**src/rtl/imem_loader_if.sv**
```systemverilog
// Byte-stream handshake and instruction-memory write port of the boot loader.
// The master side is the byte source plus the memory; the slave side is the loader.
interface imem_loader_if;
  logic [7:0]  byte_in;
  logic        byte_valid;
  logic        byte_ready;
  logic        imem_we;
  logic [63:0] imem_addr;
  logic [31:0] imem_wdata;

  modport master (
    output byte_in, byte_valid,
    input  byte_ready, imem_we, imem_addr, imem_wdata
  );

  modport slave (
    input  byte_in, byte_valid,
    output byte_ready, imem_we, imem_addr, imem_wdata
  );
endinterface

```
**src/rtl/imem_loader.sv**
```systemverilog
// Boot-time instruction loader: packs a little-endian byte stream into 32-bit words,
// writes them to instruction memory from address 0 and holds the core in reset until done.
module imem_loader #(
  parameter int unsigned WORD_ADDR_W = 6
) (
  input  logic                 clk,
  input  logic                 reset,
  input  logic                 start,
  input  logic [WORD_ADDR_W:0] word_count,
  imem_loader_if.slave         bus,
  output logic                 core_reset,
  output logic                 busy,
  output logic                 done,
  output logic                 err
);

  localparam logic [WORD_ADDR_W:0]   DEPTH_CNT = {1'b1, {WORD_ADDR_W{1'b0}}};
  localparam logic [WORD_ADDR_W:0]   ONE_CNT   = {{WORD_ADDR_W{1'b0}}, 1'b1};
  localparam logic [WORD_ADDR_W-1:0] ONE_IDX   = {{(WORD_ADDR_W-1){1'b0}}, 1'b1};

  typedef enum logic [2:0] {
    S_IDLE,
    S_COLLECT,
    S_WRITE,
    S_DONE,
    S_ERR
  } state_t;

  state_t                 state;
  state_t                 state_nx;
  logic [WORD_ADDR_W:0]   count;
  logic [WORD_ADDR_W-1:0] index;
  logic [1:0]             byte_cnt;
  logic [23:0]            lanes;
  logic [63:0]            addr_q;
  logic [31:0]            wdata_q;

  logic start_ok;
  logic can_start;
  logic accept;
  logic take;
  logic last_word;

  assign start_ok  = (word_count != '0) && (word_count <= DEPTH_CNT);
  assign can_start = (state == S_IDLE) || (state == S_DONE) || (state == S_ERR);
  assign accept    = can_start && start && start_ok;
  assign take      = (state == S_COLLECT) && bus.byte_valid;
  assign last_word = (({1'b0, index}) + ONE_CNT) == count;

  always_ff @(posedge clk or negedge reset) begin
    if (!reset) begin
      state <= S_IDLE;
    end else begin
      state <= state_nx;
    end
  end

  always_comb begin
    state_nx       = state;
    bus.byte_ready = 1'b0;
    bus.imem_we    = 1'b0;
    core_reset     = 1'b1;
    busy           = 1'b0;
    done           = 1'b0;
    err            = 1'b0;
    case (state)
      S_IDLE: begin
        if (start) state_nx = start_ok ? S_COLLECT : S_ERR;
      end
      S_COLLECT: begin
        bus.byte_ready = 1'b1;
        busy           = 1'b1;
        if (take && (byte_cnt == 2'd3)) state_nx = S_WRITE;
      end
      S_WRITE: begin
        bus.imem_we = 1'b1;
        busy        = 1'b1;
        state_nx    = last_word ? S_DONE : S_COLLECT;
      end
      S_DONE: begin
        done       = 1'b1;
        core_reset = 1'b0;
        if (start) state_nx = start_ok ? S_COLLECT : S_ERR;
      end
      S_ERR: begin
        err = 1'b1;
        if (start) state_nx = start_ok ? S_COLLECT : S_ERR;
      end
      default: state_nx = S_IDLE;
    endcase
  end

  // Address and data are captured with the 4th byte so they are stable through the
  // whole WRITE cycle and simply hold afterwards.
  always_ff @(posedge clk or negedge reset) begin
    if (!reset) begin
      count    <= '0;
      index    <= '0;
      byte_cnt <= '0;
      lanes    <= '0;
      addr_q   <= '0;
      wdata_q  <= '0;
    end else begin
      if (accept) begin
        count    <= word_count;
        index    <= '0;
        byte_cnt <= '0;
      end
      if (take) begin
        byte_cnt <= byte_cnt + 2'd1;
        case (byte_cnt)
          2'd0: lanes[7:0]   <= bus.byte_in;
          2'd1: lanes[15:8]  <= bus.byte_in;
          2'd2: lanes[23:16] <= bus.byte_in;
          default: begin
            addr_q  <= {{(62-WORD_ADDR_W){1'b0}}, index, 2'b00};
            wdata_q <= {bus.byte_in, lanes};
          end
        endcase
      end
      if ((state == S_WRITE) && !last_word) begin
        index <= index + ONE_IDX;
      end
    end
  end

  assign bus.imem_addr  = addr_q;
  assign bus.imem_wdata = wdata_q;

endmodule

```
**src/flat_wrapper.sv**
```systemverilog
// flat-port wrapper written by rule: the top's interface ports become plain ports
module imem_loader_flat 
#(
  parameter int unsigned WORD_ADDR_W = 6
)
  (clk, reset, start, word_count, core_reset, busy, done, err, bus_byte_in, bus_byte_valid, bus_byte_ready, bus_imem_we, bus_imem_addr, bus_imem_wdata);
  imem_loader_if bus_i ();
  input  logic clk;
  input  logic reset;
  input  logic start;
  input  logic [WORD_ADDR_W:0] word_count;
  output logic core_reset;
  output logic busy;
  output logic done;
  output logic err;
  input wire logic [$bits(bus_i.byte_in)-1:0] bus_byte_in;
  input wire logic [$bits(bus_i.byte_valid)-1:0] bus_byte_valid;
  output wire logic [$bits(bus_i.byte_ready)-1:0] bus_byte_ready;
  output wire logic [$bits(bus_i.imem_we)-1:0] bus_imem_we;
  output wire logic [$bits(bus_i.imem_addr)-1:0] bus_imem_addr;
  output wire logic [$bits(bus_i.imem_wdata)-1:0] bus_imem_wdata;
  assign bus_i.byte_in = bus_byte_in;
  assign bus_i.byte_valid = bus_byte_valid;
  assign bus_byte_ready = bus_i.byte_ready;
  assign bus_imem_we = bus_i.imem_we;
  assign bus_imem_addr = bus_i.imem_addr;
  assign bus_imem_wdata = bus_i.imem_wdata;
  imem_loader #(.WORD_ADDR_W(WORD_ADDR_W)) u_core (.clk(clk), .reset(reset), .start(start), .word_count(word_count), .bus(bus_i), .core_reset(core_reset), .busy(busy), .done(done), .err(err));
endmodule
```
**config.mk**
```make
export PLATFORM = sky130hd
export DESIGN_NAME = imem_loader_flat
export DESIGN_NICKNAME = d
export VERILOG_FILES = /design/src/rtl/imem_loader_if.sv /design/src/rtl/imem_loader.sv /design/src/flat_wrapper.sv
export SDC_FILE = /design/constraint.sdc
export NUM_CORES = 1
export LEC_CHECK = 0
export ABC_AREA = 1
export BUFFER_PORTS_ARGS = -buffer_cell sky130_fd_sc_hd__buf_2
export CAP_MARGIN = 40
export CORE_AREA = 2 2 94 96
export CTS_BUF_LIST = sky130_fd_sc_hd__clkbuf_2 sky130_fd_sc_hd__clkbuf_4 sky130_fd_sc_hd__clkbuf_8
export DETAILED_ROUTE_END_ITERATION = 8
export DIE_AREA = 0 0 96 98
export PLACE_DENSITY = 0.84
export SLEW_MARGIN = 20
export SYNTH_ARGS = -nofsm -noshare
export SYNTH_HDL_FRONTEND = slang
export SYNTH_SLANG_ARGS = --single-unit
```
**constraint.sdc**
```tcl
create_clock -name clk -period 1.9 [get_ports clk]
set_clock_uncertainty 0.2 [all_clocks]
set_input_delay 0.285 -clock clk [delete_from_list [all_inputs] [get_ports clk]]
set_output_delay 0.285 -clock clk [all_outputs]
set_load 0.01 [all_outputs]
```
==> flow_summary.json <==
{
  "cts_tree": "done",
  "io_buffers": 62,
  "fin_crit_sh": 0.9909,
  "tns_ns": 0,
  "seqCellArea_mm2": 0.002003,
  "end_kind": "flip-flop",
  "cp-start-kind": "input pin",
  "gp_congestion": 0.9065,
  "preCtsSetupSlack_ns": -0.04526,
  "required_ns": 1.94,
  "period_needed_ns": 1.883,
  "dpl-instance-area_mm2": 0.004136,
  "track_usage": 0.1679,
  "worstPathMaxFanout": 5,
  "power.leakage_nw": 2.616,
  "setup_viol": 0,
  "dp_hpwl_um": 5332,
  "cts_buffer_depth": 2,
  "r2r_cells": 10,
  "slew_violations": 0,
  "drc_errors": 0,
  "cap_violations": 0,
  "drt_first_pass_iters": 4,
  "wl_um": 7959,
  "multi_input_comb_area_mm2": 0.001567,
  "fp-row-count": 34,
  "status": "finished clean",
  "drive_gt1_frac": 0.2360,
  "clock_latency_ns": 0.34,
  "finalNetCount": 553,
  "fill_cells": 804,
  "finalHoldViolations": 0,
  "synth_edf_count": 0,
  "via_count": 2959,
  "ys_ff_latch": 80,
  "start_util": 0.4644,
  "die_w_um": 96,
  "vias_per_cell": 4.609,
  "synth_cell_type_count": 28,
  "synthArstFlopShare": 1.000,
  "clock-sinks": 80,
  "grt_pass1_vias": 2653,
  "hp-class": "in -> reg",
  "grt_max_degree": 81,
  "ios": 121,
  "synth_ff_type": "dfrtp_1",
  "peakVddDrop_v": 0.0007581,
  "max_freq_mhz": 531.2,
  "hold_depth": 3,
  "area_growth_pct": 14.93,
  "htree_levels": 3,
  "final_antenna_net_count": 0,
  "dieArea_mm2": 0.009408,
  "die_h_um": 98,
  "syn_avg_cell_area_um2": 8.640,
  "cts_buffers": 9,
  "avgRoutedWirePerCell_um": 12.40,
  "cp.arrival_ns": 1.92,
  "drt_iter0_drc": 203,
  "yosysSeqAreaShare": 0.5092,
  "grt_first_pass_wirelength_um": 12370,
  "rsz0062_at_grt": "yes",
  "power_mw": 5.535,
  "cts.clk_slew.worst_paths_ns": 0.08,
  "powerDensity_mw_per_mm2": 1225,
  "root_buffer": "clkbuf_8",
  "n_antenna_cell": 0,
  "setup_ws_ns": 0.01731,
  "design.core.area_mm2": 0.008466,
  "yosysWarnings": 0,
  "syn_area_mm2": 0.003931,
  "grt_overflow": 0,
  "crit_type": "in -> reg",
  "antenna_found_initial": 0,
  "syn_inst": 455,
  "final_area_mm2": 0.004518
}
[Yosys cell counts (2+ instances only)]
| cell | n | area share |
|---|---|---|
| ha_1 | 5 | 0.016 |
| o21ai_0 | 33 | 0.042 |
| nor2_1 | 7 | 0.0067 |
| nand3_1 | 21 | 0.027 |
| nand4_1 | 4 | 0.0064 |
| nor2_2 | 2 | 0.0032 |
| o21ai_1 | 13 | 0.017 |
| nand2_4 | 6 | 0.017 |
| nand3_2 | 2 | 0.0051 |
| inv_1 | 32 | 0.031 |
| inv_2 | 6 | 0.0057 |
| buf_2 | 9 | 0.011 |
| a21oi_1 | 3 | 0.0038 |
| nand2_2 | 5 | 0.0080 |
| nand2_1 | 156 | 0.15 |
| buf_4 | 58 | 0.11 |
| dfrtp_1 | 80 | 0.51 |
| buf_6 | 3 | 0.0086 |
[flip-flops by register name, indices dropped and copies added, names as in the netlist]
name,count
u_core.byte_cnt,2
u_core.count,7
u_core.bus.imem_wdata,32
u_core.lanes,24
u_core.index,6
u_core.bus.imem_addr,6
u_core.state,3
[power breakdown]
part | switching, mW | internal (mW) | total, mW
clock | 0.641 | 0.659 | 1.30
sequential | 0.345 | 2.23 | 2.57
combinational | 1.01 | 0.655 | 1.66
total | 1.99 | 3.54 | 5.54
[worst max-delay path, cell delays in order]
cell,delay [ns]
dlygate4sd3_1,0.57
nor2_2,0.11
nand4_1,0.16
xor2_2,0.26
nand3_2,0.19
buf_2,0.21
nand3_1,0.08
nand2_1,0.05
[path summary, 6_finish.rpt]
kind | endpoint | from | slack, ns
max | u_core.index[3] | word_count[4] | 0.02
min | u_core.count[2] | word_count[2] | 0.009
max reg2reg | u_core.index[0] | u_core.index[0] | 0.06
min reg2reg | u_core.bus.imem_wdata[3] | u_core.bus.imem_wdata[3] | 0.27
max in group asynchronous | u_core.index[2] | reset | 0.85
min in group asynchronous | u_core.count[5] | reset | 0.28
[logic make-up (layout without fill, tap and decap cells)]
logic type	after synthesis	count (layout)	synth area share
flops	80	80	0.5092
other cells	1	58	0.0009539
fa+ha+maj	5	5	0.01591
buf+inv	108	130	0.1671
simple gates	208	208	0.2362
xor+xnor	2	2	0.004457
compound gates	51	51	0.06620
[cell type report]
type,instances,area share
multi-input cells,324,0.3467
clock inverters,6,0.01634
clock buffers,10,0.03046
well taps,108,0.02991
inverters,38,0.03212
flip-flops and latches,80,0.4434
repair buffers,76,0.1011
[routing by layer]
metal / routed length (um) / track usage / part of all wire / up-vias
met5: 0 / 0 / 0 / -
met4: 100 / 0.05714 / 0.013 / 0
met3: 474 / 0.05015 / 0.060 / 9
met2: 3997 / 0.2687 / 0.50 / 112
met1: 3386 / 0.2157 / 0.43 / 1380
li1: - / - / - / 1458
[cells in the final DEF, fill, tap and decap left out, types with 5 or more instances in the layout]
master and n:
buf_2 60, buf_4 7, clkbuf_8 10, conb_1 58
dfrtp_1 79, dlygate4sd3_1 5, inv_1 31, inv_2 6
nand2_1 155, nand2_2 5, nand2_4 7, nand3_1 17
nand3_2 6, nor2_2 5, o21ai_0 28, o21ai_1 18
[repair_timing]
item	in CTS	in global routing
resized for setup	2	28
pin swaps	0	16
buffers inserted	0	2
endpoints found under the hold margin	84	0
setup endpoints to repair	12	17
hold buffers	5	0
gates cloned	0	3
[per-stage QoR]
step | util | hold slack (ns) | instances
finish | 0.5337 | 0.009070 | 642
global route | 0.5337 | 0.01153 | 642
CTS | 0.5205 | 0.0001587 | 639
detailed placement | 0.4886 | 0.1393 | 618
global placement | 0.4886 | 0.1343 | 618
floorplan | - | -0.2106 | 512
No activity file was read; power rests on OpenSTA's default activity.
